File: src/rtl/uart_pkg.sv
// Shared types, parity-mode constants and parity helper for the UART transceiver.
package uart_pkg;

    localparam logic [1:0] PAR_NONE = 2'd0;
    localparam logic [1:0] PAR_EVEN = 2'd1;
    localparam logic [1:0] PAR_ODD  = 2'd2;

    // Widest payload supported; narrower words are zero-extended, which leaves parity unchanged.
    localparam int unsigned MAX_DATA_BITS = 9;

    typedef enum logic [2:0] {
        TxIdle, TxStart, TxData, TxParity, TxStop
    } tx_state_t;

    typedef enum logic [2:0] {
        RxIdle, RxStart, RxData, RxParity, RxStop, RxWaitHigh
    } rx_state_t;

    // Parity bit is present only for even/odd; the reserved mode behaves as none.
    function automatic logic par_en(input logic [1:0] mode);
        return (mode == PAR_EVEN) || (mode == PAR_ODD);
    endfunction

    // Parity bit to send (or expect) for a payload under the given mode.
    function automatic logic par_bit(input logic [MAX_DATA_BITS-1:0] data,
                                     input logic [1:0] mode);
        logic p;
        case (mode)
            PAR_NONE: p = 1'b0;
            PAR_EVEN: p = ^data;
            PAR_ODD:  p = ~(^data);
            default:  p = 1'b0;
        endcase
        return p;
    endfunction

endpackage

File: src/rtl/uart_baud_tick.sv
// Oversample tick generator shared by the TX and RX paths.
module uart_baud_tick #(
    parameter int unsigned DIV_WIDTH = 16
) (
    input  logic                 clk,
    input  logic                 rst,
    input  logic [DIV_WIDTH-1:0] baud_div,
    output logic                 tick
);

    logic [DIV_WIDTH-1:0] cnt_q, cnt_d;
    // Divisor copy reloaded only at wrap so a live change never strands the counter past it.
    logic [DIV_WIDTH-1:0] div_q, div_d;

    assign tick = (cnt_q == div_q);

    // Count 0..div, wrap and pick up the new divisor on the tick.
    always_comb begin
        cnt_d = cnt_q + DIV_WIDTH'(1);
        div_d = div_q;
        if (tick) begin
            cnt_d = '0;
            div_d = baud_div;
        end
    end

    // Counter and divisor registers.
    always_ff @(posedge clk) begin
        if (rst) begin
            cnt_q <= '0;
            div_q <= baud_div;
        end else begin
            cnt_q <= cnt_d;
            div_q <= div_d;
        end
    end

endmodule

File: src/rtl/uart_xcvr_p.sv
// Full-duplex UART transceiver: runtime parity, 1/2 stop bits, oversampled RX with error flags.
module uart_xcvr_p #(
    parameter int unsigned DATA_BITS  = 8,
    parameter int unsigned OVERSAMPLE = 16,
    parameter int unsigned DIV_WIDTH  = 16
) (
    input  logic                 clk,
    input  logic                 rst,
    input  logic [DIV_WIDTH-1:0] baud_div,
    input  logic [1:0]           parity_mode,
    input  logic                 two_stop,
    input  logic [DATA_BITS-1:0] tx_data,
    input  logic                 tx_valid,
    output logic                 tx_ready,
    output logic                 txd,
    input  logic                 rxd,
    output logic [DATA_BITS-1:0] rx_data,
    output logic                 rx_valid,
    output logic                 rx_parity_err,
    output logic                 rx_frame_err
);
    import uart_pkg::*;

    localparam int unsigned   CW         = $clog2(OVERSAMPLE + 1);
    localparam logic [CW-1:0] BIT_LAST   = CW'(OVERSAMPLE - 1);
    // Start bit counts one extra tick: the first tick after accept is the bit boundary.
    localparam logic [CW-1:0] START_LAST = CW'(OVERSAMPLE);
    localparam logic [CW-1:0] HALF_LAST  = CW'(OVERSAMPLE / 2 - 1);
    localparam logic [3:0]    DATA_LAST  = 4'(DATA_BITS - 1);

    logic tick;

    uart_baud_tick #(.DIV_WIDTH(DIV_WIDTH)) u_baud_tick (
        .clk      (clk),
        .rst      (rst),
        .baud_div (baud_div),
        .tick     (tick)
    );

    // ---------------- TX ----------------
    tx_state_t            tx_state_q, tx_state_d;
    logic [CW-1:0]        tx_cnt_q, tx_cnt_d;
    logic [3:0]           tx_bit_q, tx_bit_d;
    logic [DATA_BITS-1:0] tx_shift_q, tx_shift_d;
    logic                 tx_par_q, tx_par_d, tx_par_en_q, tx_par_en_d;
    logic                 tx_two_q, tx_two_d, tx_stop2_q, tx_stop2_d;
    logic                 txd_q, txd_d, tx_ready_q;

    assign txd      = txd_q;
    assign tx_ready = tx_ready_q;

    // TX next-state: walk start, data, optional parity and stop bits, OVERSAMPLE ticks each.
    always_comb begin
        tx_state_d  = tx_state_q;
        tx_cnt_d    = tx_cnt_q;
        tx_bit_d    = tx_bit_q;
        tx_shift_d  = tx_shift_q;
        tx_par_d    = tx_par_q;
        tx_par_en_d = tx_par_en_q;
        tx_two_d    = tx_two_q;
        tx_stop2_d  = tx_stop2_q;
        txd_d       = txd_q;
        unique case (tx_state_q)
            TxIdle: begin
                txd_d = 1'b1;
                if (tx_valid && tx_ready_q) begin
                    tx_state_d  = TxStart;
                    tx_cnt_d    = '0;
                    tx_bit_d    = '0;
                    tx_shift_d  = tx_data;
                    tx_par_d    = par_bit(MAX_DATA_BITS'(tx_data), parity_mode);
                    tx_par_en_d = par_en(parity_mode);
                    tx_two_d    = two_stop;
                    tx_stop2_d  = 1'b0;
                end
            end
            TxStart: if (tick) begin
                txd_d = 1'b0;
                if (tx_cnt_q == START_LAST) begin
                    tx_state_d = TxData;
                    tx_cnt_d   = '0;
                    txd_d      = tx_shift_q[0];
                end else begin
                    tx_cnt_d = tx_cnt_q + CW'(1);
                end
            end
            TxData: if (tick) begin
                if (tx_cnt_q == BIT_LAST) begin
                    tx_cnt_d = '0;
                    if (tx_bit_q == DATA_LAST) begin
                        tx_state_d = tx_par_en_q ? TxParity : TxStop;
                        txd_d      = tx_par_en_q ? tx_par_q : 1'b1;
                    end else begin
                        tx_bit_d   = tx_bit_q + 4'd1;
                        tx_shift_d = tx_shift_q >> 1;
                        txd_d      = tx_shift_q[1];
                    end
                end else begin
                    tx_cnt_d = tx_cnt_q + CW'(1);
                end
            end
            TxParity: if (tick) begin
                if (tx_cnt_q == BIT_LAST) begin
                    tx_cnt_d   = '0;
                    tx_state_d = TxStop;
                    txd_d      = 1'b1;
                end else begin
                    tx_cnt_d = tx_cnt_q + CW'(1);
                end
            end
            TxStop: if (tick) begin
                if (tx_cnt_q == BIT_LAST) begin
                    tx_cnt_d = '0;
                    if (tx_two_q && !tx_stop2_q) tx_stop2_d = 1'b1;
                    else                         tx_state_d = TxIdle;
                end else begin
                    tx_cnt_d = tx_cnt_q + CW'(1);
                end
            end
            default: tx_state_d = TxIdle;
        endcase
    end

    // TX state and output registers.
    always_ff @(posedge clk) begin
        if (rst) begin
            tx_state_q  <= TxIdle;
            tx_cnt_q    <= '0;
            tx_bit_q    <= '0;
            tx_shift_q  <= '0;
            tx_par_q    <= 1'b0;
            tx_par_en_q <= 1'b0;
            tx_two_q    <= 1'b0;
            tx_stop2_q  <= 1'b0;
            txd_q       <= 1'b1;
            tx_ready_q  <= 1'b1;
        end else begin
            tx_state_q  <= tx_state_d;
            tx_cnt_q    <= tx_cnt_d;
            tx_bit_q    <= tx_bit_d;
            tx_shift_q  <= tx_shift_d;
            tx_par_q    <= tx_par_d;
            tx_par_en_q <= tx_par_en_d;
            tx_two_q    <= tx_two_d;
            tx_stop2_q  <= tx_stop2_d;
            txd_q       <= txd_d;
            tx_ready_q  <= (tx_state_d == TxIdle);
        end
    end

    // ---------------- RX ----------------
    logic                 rxd_m, rxd_s;
    rx_state_t            rx_state_q, rx_state_d;
    logic [CW-1:0]        rx_cnt_q, rx_cnt_d;
    logic [3:0]           rx_bit_q, rx_bit_d;
    logic [DATA_BITS-1:0] rx_shift_q, rx_shift_d;
    logic [1:0]           rx_mode_q, rx_mode_d;
    logic                 rx_par_q, rx_par_d;
    logic [DATA_BITS-1:0] rx_data_q, rx_data_d;
    logic                 rx_valid_q, rx_valid_d, rx_perr_q, rx_perr_d, rx_ferr_q, rx_ferr_d;

    assign rx_data       = rx_data_q;
    assign rx_valid      = rx_valid_q;
    assign rx_parity_err = rx_perr_q;
    assign rx_frame_err  = rx_ferr_q;

    // RX next-state: validate start at mid-bit, then sample each bit centre.
    always_comb begin
        rx_state_d = rx_state_q;
        rx_cnt_d   = rx_cnt_q;
        rx_bit_d   = rx_bit_q;
        rx_shift_d = rx_shift_q;
        rx_mode_d  = rx_mode_q;
        rx_par_d   = rx_par_q;
        rx_data_d  = rx_data_q;
        rx_valid_d = 1'b0;
        rx_perr_d  = rx_perr_q;
        rx_ferr_d  = rx_ferr_q;
        unique case (rx_state_q)
            RxIdle: if (tick && !rxd_s) begin
                rx_state_d = RxStart;
                rx_cnt_d   = '0;
                rx_mode_d  = parity_mode;
            end
            RxStart: if (tick) begin
                if (rx_cnt_q == HALF_LAST) begin
                    rx_cnt_d   = '0;
                    rx_bit_d   = '0;
                    rx_state_d = rxd_s ? RxIdle : RxData;
                end else begin
                    rx_cnt_d = rx_cnt_q + CW'(1);
                end
            end
            RxData: if (tick) begin
                if (rx_cnt_q == BIT_LAST) begin
                    rx_cnt_d   = '0;
                    rx_shift_d = {rxd_s, rx_shift_q[DATA_BITS-1:1]};
                    if (rx_bit_q == DATA_LAST) rx_state_d = par_en(rx_mode_q) ? RxParity : RxStop;
                    else                       rx_bit_d   = rx_bit_q + 4'd1;
                end else begin
                    rx_cnt_d = rx_cnt_q + CW'(1);
                end
            end
            RxParity: if (tick) begin
                if (rx_cnt_q == BIT_LAST) begin
                    rx_cnt_d   = '0;
                    rx_par_d   = rxd_s;
                    rx_state_d = RxStop;
                end else begin
                    rx_cnt_d = rx_cnt_q + CW'(1);
                end
            end
            RxStop: if (tick) begin
                if (rx_cnt_q == BIT_LAST) begin
                    rx_cnt_d   = '0;
                    rx_data_d  = rx_shift_q;
                    rx_valid_d = 1'b1;
                    rx_perr_d  = par_en(rx_mode_q) &&
                                 (rx_par_q != par_bit(MAX_DATA_BITS'(rx_shift_q), rx_mode_q));
                    rx_ferr_d  = !rxd_s;
                    // A low stop bit may be a break: hold off until the line idles high.
                    rx_state_d = rxd_s ? RxIdle : RxWaitHigh;
                end else begin
                    rx_cnt_d = rx_cnt_q + CW'(1);
                end
            end
            RxWaitHigh: if (rxd_s) rx_state_d = RxIdle;
            default: rx_state_d = RxIdle;
        endcase
    end

    // RX synchroniser, state and output registers.
    always_ff @(posedge clk) begin
        if (rst) begin
            rxd_m      <= 1'b1;
            rxd_s      <= 1'b1;
            rx_state_q <= RxIdle;
            rx_cnt_q   <= '0;
            rx_bit_q   <= '0;
            rx_shift_q <= '0;
            rx_mode_q  <= PAR_NONE;
            rx_par_q   <= 1'b0;
            rx_data_q  <= '0;
            rx_valid_q <= 1'b0;
            rx_perr_q  <= 1'b0;
            rx_ferr_q  <= 1'b0;
        end else begin
            rxd_m      <= rxd;
            rxd_s      <= rxd_m;
            rx_state_q <= rx_state_d;
            rx_cnt_q   <= rx_cnt_d;
            rx_bit_q   <= rx_bit_d;
            rx_shift_q <= rx_shift_d;
            rx_mode_q  <= rx_mode_d;
            rx_par_q   <= rx_par_d;
            rx_data_q  <= rx_data_d;
            rx_valid_q <= rx_valid_d;
            rx_perr_q  <= rx_perr_d;
            rx_ferr_q  <= rx_ferr_d;
        end
    end

endmodule
File: config.mk
export PLATFORM = sky130hd
export DESIGN_NAME = uart_xcvr_p
export DESIGN_NICKNAME = d
export VERILOG_FILES = /design/src/rtl/uart_pkg.sv /design/src/rtl/uart_baud_tick.sv /design/src/rtl/uart_xcvr_p.sv
export SDC_FILE = /design/constraint.sdc
export NUM_CORES = 1
export LEC_CHECK = 0
export ABC_CLOCK_PERIOD_IN_PS = 3200
export CORE_AREA = 3 3 112 114
export DETAILED_ROUTE_END_ITERATION = 6
export DIE_AREA = 0 0 115 117
export HOLD_SLACK_MARGIN = 0.1
export PLACE_DENSITY_LB_ADDON = 0.08
export SLEW_MARGIN = 30
export SYNTH_ARGS = -nofsm -noshare
export SYNTH_HDL_FRONTEND = slang
export SYNTH_SLANG_ARGS = --single-unit
File: constraint.sdc
create_clock -name clk -period 3.2 [get_ports clk]
set_input_delay 0.64 -clock clk [delete_from_list [all_inputs] [get_ports clk]]
set_output_delay 0.64 -clock clk [all_outputs]
set_load 0.005 [all_outputs]
==> impl_metrics.toml, run 1 <==
[min_path]
hp-start = "rxd_m"
hp-class = "flip-flop to flip-flop"

[die]
die_x_um = 115
die_h_um = 117
die_area_um2 = 13460
core_area_um2 = 11520
ios = 44
initial_utilization_pct = 40.48
num_rows = 39

[logic_synthesis]
yosysSeqAreaShare_pct = 43.80
async_reset_ff_share_pct = 0
syn_area_um2 = 4662
synth-edff-count = 16
syn_inst = 492
ys_types = 64
ys.warnings.count = 0
syn_area_per_cell_um2 = 9.476
synth_fp_nets = 538
synth_seq_cells = 94
synth-main-ff-cell = "dfxtp_1"

[timing]
worstMarginPinSlew_ps = 632.1
finalSetupViolCount = 0
slew_violations = 0
max_freq_mhz = 413.4
min_period_over_period_pct = 75.60
slew_headroom_pct = 57.80
fin_crit_ps = 2419
setup_tns_ps = 0
finalClockSkew_ps = 8.452
rsz0062_at_grt = "no"
finalHoldViolations = 0

[cells_and_area]
diodes = 0
drive_gt1_share_pct = 7.449
seqCellArea_um2 = 2042
postLayoutCellArea_um2 = 5487
fin_nets = 578
nFillCells = 1098
multi_input_area_um2 = 2440
layout_commonest_cell = "nor2_1"
final_cell_mix = "nor2_1, dfxtp_1, clkdlybuf4s50_1"
synthToLayoutAreaGrowth_pct = 17.69

[pwr]
p_total_mw = 2.506
power.density_nw_per_um2 = 456.8
leakagePower_nw = 2.104
ir_drop_uv = 464.0

[clock_network]
cts_max_level = 3
clk_pin_slew_worst_paths_ps = 60
numCtsBuffers = 9
clk_latency_ps = 350
cts_tree = "done"
clock_path_buffers = 2
postCtsSetupBuffers = 0
cts_resized = 0
clock-root-buffer = "clkbuf_16"
numClockSinks = 94
hold_buffers = 0

[global_route]
grt_pass1_vias = 3363
met2_usage_pct = 23.34
overflow = 0
grt_start_max_net_pins = 58
use_met1_pct = 18.90
grt_pass1_wl_um = 15830
grt_util_all_layers_pct = 14.73
antenna_found_initial = 0
met3_usage_pct = 4.679
grt_most_used_layer = "met2"

[routing]
routedWlPerCell_um = 13.56
wl_um = 9223
via_per_inst = 5.188
postRouteAntennaNets = 0
dr.pass1.iters = 4
drcViolationCount = 0
drtIter0Drc = 207
vias = 3528

[worst_setup_path]
cp-start-kind = "flip-flop"
cp.arrival_ps = 2690
reg2reg_from = "tx_cnt_q[0]"
crit_path_end_kind = "flip-flop"
path_max_fanout = 5
cpPeakStageDelay_ps = 520
crit_family = "simple AND/OR/NAND/NOR gates"
cpMaxStageDelayCell = "or4b_1"
startpoint = "tx_cnt_q[0]"
worst_ep_required_time_ps = 3470
path_cells = "ha_1 -> and3_1 -> ha_1 -> or4b_1 -> o21ai_0 -> a31oi_1 -> or4b_1 -> a21oi_1"
path_buf_inv = 0
worst-setup-path-type = "flip-flop to flip-flop"

[placement]
port_buffers = 43
place_congestion = 0.7978
place_area_um2 = 5202
hpwl_um = 6589

[flow_run]
max_cap_violations = 0

[outcome]
outcome = "completed"
-- synth_stat cells, types with 5 or more instances --
cell type   n  area [µm²]
xnor2_1    25       219.0
edfxtp_1   16       480.5
dfxtp_1    78        1562
and3_1      6       37.54
nor2b_1     5       31.28
nor3_1      8       40.04
o21ai_0     5       25.02
xor2_1     23       201.4
nand3_1    16       80.08
mux2i_1    34       340.3
a21oi_1    27       135.1
nand2_1    29       108.9
or3_1       6       37.54
inv_1      17       63.81
nor2_1     79       296.5
ha_1       15       187.7
buf_2       8       40.04
clkbuf_1    8       30.03
a211oi_1   14       105.1
-- power breakdown --
group	internal [mW]	switching, mW	leakage, nW
Clock	0.601	0.434	0.139
Combinational	0.0990	0.106	1.18
Sequential	1.24	0.0274	0.789
Total	1.94	0.567	2.10
-- path summary, 6_finish.rpt --
path / slack, ps / depth (start not counted) / endpoint
worst max-delay path: 780 / 8 / tx_cnt_q[2]
worst min-delay path: 420 / 1 / rxd_s
worst max register to register: 780 / 8 / tx_cnt_q[2]
worst min register to register: 420 / 1 / rxd_s
-- sequential cells by signal (all words and copies together), names as in the netlist, 2 cells and up --
signal / flops
rx_state_q: 3
rx_cnt_q: 5
u_baud_tick.cnt_q: 16
rx_bit_q: 4
u_baud_tick.div_q: 16
tx_bit_q: 4
rx_shift_q: 8
rx_mode_q: 2
tx_state_q: 3
tx_shift_q: 8
tx_cnt_q: 5
rx_data: 8
-- final cells by class --
| type | instances | area share (%) |
|---|---|---|
| multi-input combinational | 360 | 44.47 |
| sequential | 94 | 37.22 |
| timing repair buffer | 50 | 8.712 |
| clock buffer | 11 | 4.242 |
| tap | 143 | 3.261 |
| inverter | 17 | 1.163 |
| clock inverter | 5 | 0.9350 |
-- metrics by stage --
stage / util (%) / std cells / setup slack (ps) / hold slack (ps)
2_1_floorplan: - / 492 / 990.4 / 389.5
3_3_place_gp: 45.18 / 664 / 777.0 / 406.1
3_5_place_dp: 45.18 / 664 / 776.6 / 419.8
4_1_cts: 47.64 / 680 / 760.3 / 438.2
5_1_grt: 47.64 / 680 / 633.9 / 446.2
6_report: 47.64 / 680 / 781.0 / 423.0
-- routing by layer --
metal / share of wire, % / wire length (µm) / vias up
met2: 46 / 4280 / 70
met5: 0 / 0 / -
met3: 4.4 / 406 / 14
met1: 48 / 4394 / 1647
met4: 1.5 / 141 / 0
li1: - / - / 1797
-- cell families after synthesis --
kind of cell	Yosys count	synth area share, %
AOI/OAI and AO/OA	75	10.95
xor gates and xnor gates	48	9.018
adders and majority gates	15	4.026
buffers and inverters	38	3.865
DFF	94	43.80
muxes	35	7.542
and+or+nand+nor	187	20.80
Power figures use the tool's default switching activity.
==> run 2, diff against run 1 <==
--- a/config.mk
+++ b/config.mk
@@ -5,7 +5,7 @@
 export SDC_FILE = /design/constraint.sdc
 export NUM_CORES = 1
 export LEC_CHECK = 0
-export ABC_CLOCK_PERIOD_IN_PS = 3200
+export ABC_CLOCK_PERIOD_IN_PS = 1900
 export CORE_AREA = 3 3 112 114
 export DETAILED_ROUTE_END_ITERATION = 6
 export DIE_AREA = 0 0 115 117
==> constraint.sdc (replaced) <==
create_clock -name clk -period 1.9 [get_ports clk]
set_input_delay 0.38 -clock clk [delete_from_list [all_inputs] [get_ports clk]]
set_output_delay 0.38 -clock clk [all_outputs]
set_load 0.005 [all_outputs]
==> run 2 against run 1 <==
Effect of this change:
- the run now ends with setup timing left
- highest routed layer unchanged
- global-route usage rose by 1.9 points
- via count grew 9.2%
- clock skew fell by 0.63 ps
- die area unchanged
- largest power group unchanged
- total power increased by 74%
- critical path type unchanged
- largest cell class unchanged
==> impl_metrics.toml, run 2 (synthesized netlist as in run 1, its figures left out) <==
[outcome]
outcome = "complete, but fails checks"
violations = "setup timing"

[global_route]
overflow = 0
grt_pass1_wl_um = 17810
grt_util_all_layers_pct = 16.68
grt_pass1_vias = 3774
grt_start_max_net_pins = 24
antenna_found_initial = 0

[routing]
drtIter0Drc = 193
drcViolationCount = 0
routedWlPerCell_um = 14.23
postRouteAntennaNets = 0
dr.pass1.iters = 4
via_per_inst = 5.048
vias = 3852
wl_um = 10860

[worst_setup_path]
worst_ep_required_time_ps = 2190
path_max_fanout = 4
crit_path_end_kind = "flip-flop"
cp-start-kind = "flip-flop"
worst-setup-path-type = "flip-flop to flip-flop"
r2r_cells = 7
cp.arrival_ps = 2450

[pwr]
power.density_nw_per_um2 = 654.2
power_switching_mw = 1.076
seqPwrFrac_pct = 48.8
cell_internal_pwr_mw = 3.294
leakagePower_nw = 2.665
p_total_mw = 4.369
ir_drop_uv = 825.5
switching_share_pct = 24.62
pwr-share-comb_pct = 13.1
clockPowerShare_pct = 38.1

[flow_run]
max_cap_violations = 0

[timing]
rsz0062_at_grt = "yes"
fin_crit_ps = 2161
worstMarginPinSlew_ps = 479.4
finalHoldViolations = 0
finalSetupViolCount = 81
finalClockSkew_ps = 7.824
slew_headroom_pct = 67.97
slew_violations = 0
max_freq_mhz = 462.8
finalWorstSetupSlack_ps = -260.8
min_period_over_period_pct = 113.7

[cells_and_area]
drive_gt1_share_pct = 30.16
nFillCells = 1004
multi_input_area_um2 = 2854
seqCellArea_um2 = 2049
diodes = 0
synthToLayoutAreaGrowth_pct = 43.26
final_util_pct = 58.00
fin_nets = 661
layout_commonest_cell = "dfxtp_1"
final_cell_mix = "dfxtp_1, buf_4, nor2_1"
top_regs = "u_baud_tick.cnt_q: 16 flops, u_baud_tick.div_q: 16 flops"

[min_path]
min_path_cells = 1
hp-class = "flip-flop to flip-flop"

[clock_network]
clock_path_buffers = 2
numClockSinks = 94
numCtsBuffers = 9
clock-root-buffer = "clkbuf_16"
clk_latency_ps = 340
cts_tree = "done"
clk_pin_slew_worst_paths_ps = 70
cts_max_level = 3
hold_buffers = 0

[die]
die_h_um = 117
core_area_um2 = 11520
initial_utilization_pct = 40.48
die_area_um2 = 13460
die_x_um = 115
num_rows = 39
ios = 44

[placement]
port_buffers = 43
place_congestion = 0.8508
hpwl_um = 7721
==> run 2: cell count changes in the layout (fill, tap and decap cells not counted), moves of 9 or more <==
cell,change
a211oi_2,+9
a211oi_1,-9
buf_4,+62
nor2_1,-11
buf_6,+14
a21oi_1,-9
==> run 2: critical path: stages, from the launching register on <==
cell,delay (ps)
edfxtp_1,370
xor2_1,160
nor4_2,410
nand4_1,260
buf_6,210
o21a_1,170
or4b_1,460
nand2_1,70
==> run 2: area by class of cell <==
class                   instances  share of cell area [%]
well taps                     143                   2.679
flip-flops and latches         94                   30.69
clock buffers                  11                   3.484
multi-input cells             360                   42.73
inverters                      17                  0.9554
clock inverters                 5                  0.5058
repair buffers                133                   18.96
==> run 2: final timing paths <==
path	start	slack, ps	end
setup / recovery	u_baud_tick.div_q[11]	-260	tx_bit_q[3]
hold / removal	rxd_m	420	rxd_s
setup reg to reg	u_baud_tick.div_q[11]	-260	tx_bit_q[3]
hold reg to reg	rxd_m	420	rxd_s
==> run 2: per-layer routing <==
| layer | global-route usage, % | part of all wire [%] | routed length (µm) |
|---|---|---|---|
| met3 | 4.165 | 2.9 | 314 |
| met5 | 0 | 0 | 0 |
| met1 | 20.75 | 47 | 5053 |
| met2 | 28.67 | 49 | 5359 |
| met4 | 5.008 | 1.2 | 133 |
==> run 2: stage by stage <==
| stage | instances | hold WS [ps] | area, µm² | worst slack (ps) | setup TNS (ps) |
|---|---|---|---|---|---|
| 6_report | 763 | 416.1 | 6679 | -260.8 | -11530 |
| 2_1_floorplan | 492 | 389.5 | 4751 | -206.6 | -376.2 |
| 4_1_cts | 760 | 401.5 | 6414 | -263.3 | -10900 |
| 3_5_place_dp | 734 | 400.5 | 5844 | -270.9 | -10360 |
| 3_3_place_gp | 734 | 401.0 | 5844 | -232.5 | -7324 |
| 5_1_grt | 763 | 424.8 | 6679 | -351.7 | -19190 |
==> run 2: timing repair <==
| action | in CTS | in global routing |
|---|---|---|
| gates resized for setup | 43 | 45 |
| setup buffers | 9 | 4 |
| endpoints found under the setup margin | 84 | 89 |
| gates cloned | 2 | 2 |
| pin swaps | 23 | 27 |
==> run 2: power groups by stage <==
stage	clock (mW)	combinational, mW	sequential, mW
after CTS	1.73	0.495	2.12
after floorplan	0	0.230	2.16
after global placement	0	0.448	2.17
final	1.66	0.573	2.13
after global routing	1.81	0.628	2.14
after detailed placement	0	0.452	2.17
